File: src/rtl/mips_core_pkg.sv
// Shared MIPS core types and sizing constants used by the commit store buffer.
// Latency: n/a (types and constants only).
// Backpressure: n/a.
package mips_core_pkg;

  localparam int STORE_BUF_DEPTH = 8;
  localparam int SB_ADDR_WIDTH   = 32;
  localparam int SB_DATA_WIDTH   = 32;

  // One committed store as it is held in the buffer.
  typedef struct packed {
    logic                     valid;
    logic [SB_ADDR_WIDTH-1:0] addr;
    logic [SB_DATA_WIDTH-1:0] data;
  } StoreBufEntry;

endpackage

File: src/rtl/store_buf_fwd_search.sv
// Age-ordered word-address match of a load against the store buffer plus the in-flight write.
// Latency: purely combinational, 0 cycles.
// Backpressure: none; it only observes buffer state.
module store_buf_fwd_search #(
  parameter int DEPTH      = 8,
  parameter int WORD_WIDTH = 30,
  parameter int DATA_WIDTH = 32,
  parameter int PW         = $clog2(DEPTH)
) (
  input  logic [DEPTH-1:0]      ent_valid,
  input  logic [WORD_WIDTH-1:0] ent_word [DEPTH],
  input  logic [DATA_WIDTH-1:0] ent_data [DEPTH],
  input  logic [PW-1:0]         head,
  input  logic [PW-1:0]         tail,
  input  logic                  wr_en,
  input  logic [WORD_WIDTH-1:0] wr_word,
  input  logic [DATA_WIDTH-1:0] wr_data,
  input  logic [WORD_WIDTH-1:0] ld_word,
  output logic                  hit,
  output logic [DATA_WIDTH-1:0] data
);

  logic [PW-1:0] idx;
  logic          done;

  // Walk from the youngest stored entry (tail-1) back to head; the first valid match wins,
  // and a matching incoming write outranks everything already stored.
  always_comb begin
    hit  = 1'b0;
    data = '0;
    done = 1'b0;
    idx  = '0;
    if (wr_en && (wr_word == ld_word)) begin
      hit  = 1'b1;
      data = wr_data;
      done = 1'b1;
    end
    for (int i = 0; i < DEPTH; i++) begin
      idx = tail - PW'(1) - PW'(i);
      if (!done) begin
        if (ent_valid[idx] && (ent_word[idx] == ld_word)) begin
          hit  = 1'b1;
          data = ent_data[idx];
          done = 1'b1;
        end
        if (idx == head) begin
          done = 1'b1;
        end
      end
    end
  end

endmodule

File: src/rtl/commit_store_buffer.sv
// In-order FIFO of committed stores draining to the D-cache, with store-to-load forwarding.
// Latency: an enqueued store is visible on dc_valid the next cycle; forwarding is combinational.
// Backpressure: dc_stall holds the head stable; when full the ROB may commit only alongside a drain, else the write is dropped and overflow sticks.
module commit_store_buffer
  import mips_core_pkg::*;
#(
  parameter int DEPTH      = STORE_BUF_DEPTH,
  parameter int ADDR_WIDTH = SB_ADDR_WIDTH,
  parameter int DATA_WIDTH = SB_DATA_WIDTH
) (
  input  logic                  clk,
  input  logic                  rst,
  input  logic                  mem_wr_en,
  input  logic [ADDR_WIDTH-1:0] mem_wr_addr,
  input  logic [DATA_WIDTH-1:0] mem_wr_data,
  output logic                  full,
  output logic                  empty,
  output logic                  overflow,
  output logic                  dc_valid,
  output logic [ADDR_WIDTH-1:0] dc_addr,
  output logic [DATA_WIDTH-1:0] dc_data,
  input  logic                  dc_stall,
  input  logic [ADDR_WIDTH-1:0] ld_addr,
  output logic                  fwd_hit,
  output logic [DATA_WIDTH-1:0] fwd_data
);

  localparam int PW = $clog2(DEPTH);
  localparam int CW = PW + 1;
  localparam int WW = ADDR_WIDTH - 2;
  localparam logic [CW-1:0] DEPTH_CNT = CW'(DEPTH);

  logic [PW-1:0]         head;
  logic [PW-1:0]         tail;
  logic [CW-1:0]         count;
  logic [DEPTH-1:0]      ent_valid;
  logic [ADDR_WIDTH-1:0] ent_addr [DEPTH];
  logic [DATA_WIDTH-1:0] ent_data [DEPTH];
  logic [WW-1:0]         ent_word [DEPTH];
  logic                  enq;
  logic                  deq;
  logic                  unused_ld_byte_bits;

  // Status and drain outputs come only from registered state, never from inputs.
  assign full     = (count == DEPTH_CNT);
  assign empty    = (count == '0);
  assign dc_valid = ~empty;
  assign dc_addr  = empty ? '0 : ent_addr[head];
  assign dc_data  = empty ? '0 : ent_data[head];

  // A drain frees a slot in the same cycle, so a full buffer can still accept a commit.
  assign deq = dc_valid & ~dc_stall;
  assign enq = mem_wr_en & (~full | deq);

  // Forwarding is word-granular: byte offset bits do not take part in the match.
  assign unused_ld_byte_bits = ^ld_addr[1:0];

  genvar g;
  generate
    for (g = 0; g < DEPTH; g++) begin : g_word
      assign ent_word[g] = ent_addr[g][ADDR_WIDTH-1:2];
    end
  endgenerate

  // Pointers, occupancy, per-entry valid bits and the sticky overflow flag.
  always_ff @(posedge clk) begin
    if (rst) begin
      head      <= '0;
      tail      <= '0;
      count     <= '0;
      ent_valid <= '0;
      overflow  <= 1'b0;
    end else begin
      if (deq) begin
        ent_valid[head] <= 1'b0;
        head            <= head + PW'(1);
      end
      // Placed after the dequeue so a full-buffer enq+deq on the same slot leaves it valid.
      if (enq) begin
        ent_valid[tail] <= 1'b1;
        tail            <= tail + PW'(1);
      end
      case ({enq, deq})
        2'b10:   count <= count + CW'(1);
        2'b01:   count <= count - CW'(1);
        default: count <= count;
      endcase
      if (mem_wr_en && full && !deq) begin
        overflow <= 1'b1;
      end
    end
  end

  // Entry payload; validity is tracked separately so the payload needs no reset.
  always_ff @(posedge clk) begin
    if (enq) begin
      ent_addr[tail] <= mem_wr_addr;
      ent_data[tail] <= mem_wr_data;
    end
  end

  store_buf_fwd_search #(
    .DEPTH      (DEPTH),
    .WORD_WIDTH (WW),
    .DATA_WIDTH (DATA_WIDTH),
    .PW         (PW)
  ) u_fwd_search (
    .ent_valid (ent_valid),
    .ent_word  (ent_word),
    .ent_data  (ent_data),
    .head      (head),
    .tail      (tail),
    .wr_en     (mem_wr_en),
    .wr_word   (mem_wr_addr[ADDR_WIDTH-1:2]),
    .wr_data   (mem_wr_data),
    .ld_word   (ld_addr[ADDR_WIDTH-1:2]),
    .hit       (fwd_hit),
    .data      (fwd_data)
  );

endmodule

File: config.mk
export PLATFORM = sky130hd
export DESIGN_NAME = commit_store_buffer
export DESIGN_NICKNAME = d
export VERILOG_FILES = /design/src/rtl/mips_core_pkg.sv /design/src/rtl/store_buf_fwd_search.sv /design/src/rtl/commit_store_buffer.sv
export SDC_FILE = /design/constraint.sdc
export NUM_CORES = 2
export LEC_CHECK = 0
export CAP_MARGIN = 0
export CORE_MARGIN = 8
export CORE_UTILIZATION = 57
export DETAILED_ROUTE_END_ITERATION = 8
export PLACE_DENSITY = 0.8
export SLEW_MARGIN = 20
export SYNTH_ARGS = -nofsm -noshare
export SYNTH_HDL_FRONTEND = slang
export SYNTH_SLANG_ARGS = --single-unit
export TNS_END_PERCENT = 1
File: constraint.sdc
create_clock -name clk -period 8 [get_ports clk]
set_input_delay 1.6 -clock clk [delete_from_list [all_inputs] [get_ports clk]]
set_output_delay 1.6 -clock clk [all_outputs]
set_load 0.005 [all_outputs]
* Word-level counts from Yosys, hierarchy flattened
Memory sizes are Yosys's and may differ from the RTL's. A register that Yosys moved wholly into a read port is not among the register bits.
Cells that the tools add are included.
** Operators by class
- Add/subtract/negate cells :: 12
- Order comparisons :: 23
- Equality and inequality tests :: 19
- Multiplexer cells :: 138
- Bitwise operators :: 19
- Reduce and logical (&&, ||, !) cells :: 17
** Operator list (number)
- two-way mux 32 bit :: 38
- binary-select mux 32 bit (select 3 bit) :: 9
- binary-select mux 30 bit (select 3 bit) :: 8
- two-way mux 30 bit :: 16
- == test 30 bit :: 9
- bitwise mux 256 bit :: 1
- demux 32 bit (select 3 bit) :: 1
- two-way mux 1 bit :: 49
- >= comparator 4 bit, second input constant :: 10
- less-than comparator 3 x 4 -> 1 bit, second input constant :: 10
- NOT 3 -> 4 bit :: 10
- binary-select mux 1 bit (select 3 bit) :: 8
- two-way mux 8 bit :: 3
- == test 3 bit :: 7
- logical AND 1 bit :: 14
- subtractor 3 bit, second input constant :: 4
- bitwise AND 8 bit :: 1
- NOT 8 bit :: 1
- OR 8 bit :: 1
- case mux 4 bit (2 select lines) :: 1
- adder 3 x 1 -> 3 bit, second input constant :: 2
- demux 1 bit (select 3 bit) :: 2
- >= comparator 3 x 1 -> 1 bit, second input constant :: 2
- two-way mux 3 bit :: 2
- 14 further kinds :: 19
** Storage, ports and cells
- Flip-flop bits (word level) :: 275
- Memory bits (writable) :: 256
- Input bits :: 100
- Output and inout port bits :: 101
- Logic and storage cells :: 242
- Memories :: 1
** Memory list
- ent_addr :: depth 8, width 32, rd ports 9, clocked after memory_dff 1, write ports 1, line commit_store_buffer.sv:37 : logic [ADDR_WIDTH-1:0] ent_addr [DEPTH];

* Depth between registers and ports, before layout
- Word-level depth :: 23
- Depth in mapped cells :: 31
- Gate-level depth less buffers :: 13

* Cells and area by module
A second synthesis with hierarchy kept.
** Second synthesis, totals
- Cell total of the unflattened synthesis :: 3972
- Area total of the unflattened synthesis :: 44425.1 µm²
** Modules (own cells, without submodules)
- store_buf_fwd_search :: instances 1, cells an instance 3037, area each 24010.5 µm², sequential area each 0.0 µm²
- commit_store_buffer :: instances 1, cells an instance 935, area each 20414.6 µm², sequential area each 15815.2 µm²

* Worst setup path after synthesis
No wires, ideal clock.
- Path type :: register to output
- Start :: register tail[0]
- End :: output port fwd_data[14]
- Arrival :: 6.593 ns
- Data required time :: 6.400 ns
- Path slack :: -0.193 ns
- Cell stages (with the launch flop) :: 28
- Path buffers :: 22
- Cell sequence :: dfxtp_1 > buf_6 > buf_4 > inv_2 > buf_2 > buf_2 > clkbuf_1 > buf_1 > clkbuf_1 > buf_1 > buf_1 > ha_1 > buf_4 > buf_6 > buf_2 > buf_4 > buf_4 > buf_6 > buf_4 > buf_4 > buf_2 > buf_2 > buf_2 > buf_2 > buf_2 > mux4_2 > a211o_1 > a311o_1
** Between the ends
- Cells in the longest elaborated chain, start to end :: 23
- Elaborated cells on any way between the ends :: 140
- Classes of those cells :: add/sub (8); eq/ne (15); mux (101); bitwise (8); reduce/logical (8)
** Ends and longest elaborated chain
- start, declared :: line commit_store_buffer.sv:34 : logic [PW-1:0] tail;
- start signal, assigned :: line commit_store_buffer.sv:81 : tail <= tail + PW'(1);
- subtractor 3 x 1 -> 3 bit (*) :: line store_buf_fwd_search.sv:39 : idx = tail - PW'(1) - PW'(i);
- branches (longest 21 deep; another with subtractor 3 x 1 -> 3 bit)
- two-way mux 32 bit (*) :: line store_buf_fwd_search.sv:40 : if (!done) begin
- end, declared :: line commit_store_buffer.sv:25 : output logic [DATA_WIDTH-1:0] fwd_data
Every way passes the cells marked *. The select of a mux whose other input is x is not followed.

* Worst setup path in the final report
- Start :: input port ld_addr[28]
- End :: output port fwd_data[0]
** Between the ends
- Cells in the longest elaborated chain, start to end :: 19
- Elaborated cells on any way between the ends :: 57
- Classes of those cells :: eq/ne (9); mux (39); reduce/logical (9)
** Ends and longest elaborated chain
- start, declared :: line commit_store_buffer.sv:23 : input logic [ADDR_WIDTH-1:0] ld_addr,
- == test 30 bit :: line store_buf_fwd_search.sv:33 : if (wr_en && (wr_word == ld_word)) begin
- logical AND 1 bit :: line store_buf_fwd_search.sv:33
- two-way mux 32 bit :: line store_buf_fwd_search.sv:33
- two-way mux 32 bit :: line store_buf_fwd_search.sv:41 : if (ent_valid[idx] && (ent_word[idx] == ld_word)) begin
- two-way mux 32 bit :: line store_buf_fwd_search.sv:40
- two-way mux 32 bit :: line store_buf_fwd_search.sv:41
- two-way mux 32 bit :: line store_buf_fwd_search.sv:40
- two-way mux 32 bit :: line store_buf_fwd_search.sv:41
- [... 3 more ...]
- two-way mux 32 bit :: line store_buf_fwd_search.sv:41
- two-way mux 32 bit :: line store_buf_fwd_search.sv:40
- two-way mux 32 bit :: line store_buf_fwd_search.sv:41
- two-way mux 32 bit :: line store_buf_fwd_search.sv:40
- two-way mux 32 bit :: line store_buf_fwd_search.sv:41
- two-way mux 32 bit :: line store_buf_fwd_search.sv:40
- two-way mux 32 bit :: line store_buf_fwd_search.sv:41
- two-way mux 32 bit (*) :: line store_buf_fwd_search.sv:40
Mark *: on every way between the ends. The rest lies on a longest branch, timed or not.

==> summary.txt <==
Status
  • Status: finished clean

Job
  • Total of max-cap violations: 0

Global routing
  • Gr ovfl total: 0
  • Largest net degree at the start of global routing: just over 200
  • Global-route wire length before repair: between 200000 and 250000 um
  • Met1 usage: 0.442
  • Initial antenna violation count: 15
  • Met2 Usage GRT: 0.507
  • Grt peak-use layer: met2
  • Gr usage total: 0.331
  • Met3 Usage GRT: 0.0946
  • Number of global-route vias before repair: ~34000

Routing
  • Antenna-violating nets left: 0
  • DR WL/cell: between 30 and 40 um
  • Drt drc: 0
  • Initial detailed-routing violation count: around 6400
  • Number of vias per cell: approximately 7.3
  • Total number of vias: 36500
  • Drt total wl: ~150000 um
  • DR pass1 iterations: 8

Clocking
  • Cts hold-fix bufs: 0
  • Clock Tree Buf Depth: 3
  • CTS tree: built
  • CTS root buf: clkbuf_16
  • Num Clock Sinks: between 500 and 600
  • Num CTS Buffers: 59
  • Clk_lat worst skew: 0.66 ns
  • H-tree depth: 2
  • Clock transition at path regs: 0.06 ns

STA
  • Final setup skew: around 0.054 ns
  • Final setup fails: 0
  • Measured slew at the worst slew-check pin: around 1.1 ns
  • Final Hold Fails: 0
  • Final Hold Slack: ~0.47 ns
  • Max transition margin: 0.292
  • Final worst-path cycle share: 0.995
  • Pins Over Slew Limit: 0
  • FMAX: roughly 130 MHz
  • Post-layout min period: a little under 8 ns

Worst setup path
  • Reg2Reg Depth: 5
  • Critical Path Sink Type: primary output
  • Crit path max fanout: 12
  • Startpoint Class: primary input
  • CP cell instances: clkdlybuf4s50_1, buf_4, xnor2_1, nand4_1, or4_1, nor4_2, a31oi_1, and2_1, and3_2, a221oi_1, o211ai_1, a311o_1, clkdlybuf4s50_1
  • Data arrival, critical path: between 6 and 7 ns
  • R2r endpoint: ent_addr[5][13]$_DFFE_PP_
  • Origin of the critical flop-to-flop path: tail[2]$_SDFFE_PP0P_
  • Crit path required time: about 6.4 ns
  • Flop-to-flop setup slack: 4.27 ns
  • CP max stage delay: 0.57 ns
  • Slowest CP cell: nor4_2
  • Top cell by count, worst path: clkdlybuf4s50_1
  • Crit path kind: in -> out

Worst hold path
  • Hold Crit Depth: 2
  • HP Start: overflow$_SDFFE_PP0P_
  • Worst hold path type: reg -> reg
  • WHS Endpoint: overflow$_SDFFE_PP0P_

Placed design
  • Final GP Congestion: roughly 1.1
  • Hpwl dp: 100000 um
  • I/O Buffers: 198
  • Placed instance count: between 4000 and 5000

Synth
  • Synthesized flop and latch total: 534
  • Syn avg cell area: 11.6 um2
  • Synthesis warning total: 0
  • Number of synthesized flops with an enable pin: 512
  • Post-synthesis sequential area ratio: 0.357
  • Synthesized cell area: 0.0443 mm2
  • Post-Syn Nets: a little under 4000
  • Cells after Synth: around 3800
  • Prevailing post-synth register cell: edfxtp_1
  • Async SR Flop Fraction: 0
  • Synth unique cells: 78

Power and ir drop
  • VDD IR max: 0.234 mV
  • Total power: 11.6 mW
  • Pwr dens: 232 mW/mm2
  • Lkg Pwr: 16.4 nW

Floorplan
  • Initial Utilization: 0.574
  • Rows: 102
  • Die footprint: between 0.08 and 0.09 mm2
  • Core Area: 0.0772 mm2
  • Top-Level Pins: 201
  • Chip height: about 300 um
  • Width of the die: roughly 290 um

Finish
  • Final net count: roughly 4000
  • Share of cells above drive strength 1: 0.223
  • Core Util, Final: 0.650
  • Finished Layout Cells: 5008
  • Layout area overhead: 13.3%
## how the worst max path moves through the flow
| stage | to | slack [ns] | startpoint | cells past startpoint |
|---|---|---|---|---|
| after detailed placement | fwd_data[0] | 0.16 | ld_addr[21] | 14 |
| after global routing | fwd_data[9] | -0.004 | tail[0]$_SDFFE_PP0P_ | 20 |
| after CTS | fwd_data[29] | 0.01 | tail[1]$_SDFFE_PP0P_ | 17 |
| final | fwd_data[0] | 0.04 | ld_addr[28] | 13 |
| after global placement | fwd_data[0] | 0.14 | ld_addr[21] | 14 |
| after floorplan | fwd_data[14] | -0.06 | tail[0]$_SDFFE_PP0P_ | 27 |
## per-stage QoR
stage | setup slack, ns | TNS [ns] | area, um2
finish | 0.0416 | 0 | 50200
global route | -0.00428 | -0.00428 | 50200
CTS | 0.0109 | 0 | 49700
detailed placement | 0.161 | 0 | 47500
global placement | 0.142 | 0 | 47500
floorplan | -0.0566 | -0.321 | 44300
## layout make-up
cell class                 instances  area, um2
inverter                          33        146
sequential                       534      15800
clock buffer                      72       1640
multi-input combinational       2892      26900
timing repair buffer             391       3870
fill                            5528      27000
clock inverter                    37        444
tap                             1040       1300
antenna                            9       22.5
## cell usage after synthesis, types with 10 or more instances
cell	number	area, um2
edfxtp_1	512	15400
mux2i_1	478	4780
mux4_2	450	10100
nor2_1	321	1200
nand2_1	253	950
a21oi_1	251	1260
xnor2_1	213	1870
o21ai_0	152	761
clkbuf_1	135	507
buf_2	103	515
o22ai_1	89	557
nor3_1	86	430
mux2_2	81	912
buf_1	66	248
nor2b_1	49	307
buf_4	42	315
a211oi_1	40	300
nand4_1	40	250
nor4_1	36	225
and2_1	35	219
a31oi_1	29	181
xor2_1	29	254
inv_1	28	105
or3_1	26	163
nand3_1	25	125
a221oi_1	24	210
dfxtp_1	22	440
nand2b_1	20	125
o211ai_1	20	150
a211o_1	15	131
buf_6	13	146
o21a_1	10	75.1
## worst max-delay path: cells and delay by family
kind	cells	cell delay (ns)
buffers and inverters	3	1.20
AND/OR/NAND/NOR	5	2.06
AO/OA/AOI/OAI	4	1.10
XOR/XNOR	1	0.39
## cells by family (layout without fill, tap and decap cells)
family          Yosys count  in the layout  synth area share
compound gates          699            699            0.0952
simple gates            930            930            0.0972
buf+inv                 392            533            0.0419
xor+xnor                245            247            0.0492
fa+ha+maj                 7              7           0.00215
flops                   534            534             0.357
mux                    1009           1009             0.357
other cells               0              9                 0
## cell usage in the layout (no fill, tap or decap), drive strengths merged, types with 34 or more instances in the layout
cell             n
inv             34
nor2           321
a21oi          251
clkdlybuf4s50  198
nand4           40
edfxtp         512
o21ai          155
o22ai           89
nor2b           49
nand2          253
mux2i          478
nor4            38
clkbuf          77
mux4           450
a211oi          40
mux2            81
and2            37
buf            186
xnor2          214
nor3            86
## per-layer routing
metal  wire, um  up-vias
li1           -    15300
met1      55200    17900
met2      67400     2813
met3      20500      542
met4       7670       16
met5         83        -
## report_power, final
| group | internal [mW] | total (mW) | switching [mW] |
|---|---|---|---|
| clock network | 1.72 | 2.92 | 1.20 |
| registers | 3.17 | 3.36 | 0.188 |
| logic | 2.38 | 5.36 | 2.98 |
## flip-flops by register name, indices dropped and copies added, names as in the netlist, named ones only
signal and flops:
ent_addr 256, ent_data 256, ent_valid 8, count 4, head 3, tail 3
overflow 1
## what timing repair did
item | in CTS | in global routing
hold endpoints to repair | 0 | 0
pin swaps | 2 | 4
gates cloned | 2 | 6
setup buffers | 2 | 11
endpoints found under the setup margin | 33 | 32
resized for setup | 9 | 33
Power figures use the tool's default switching activity.
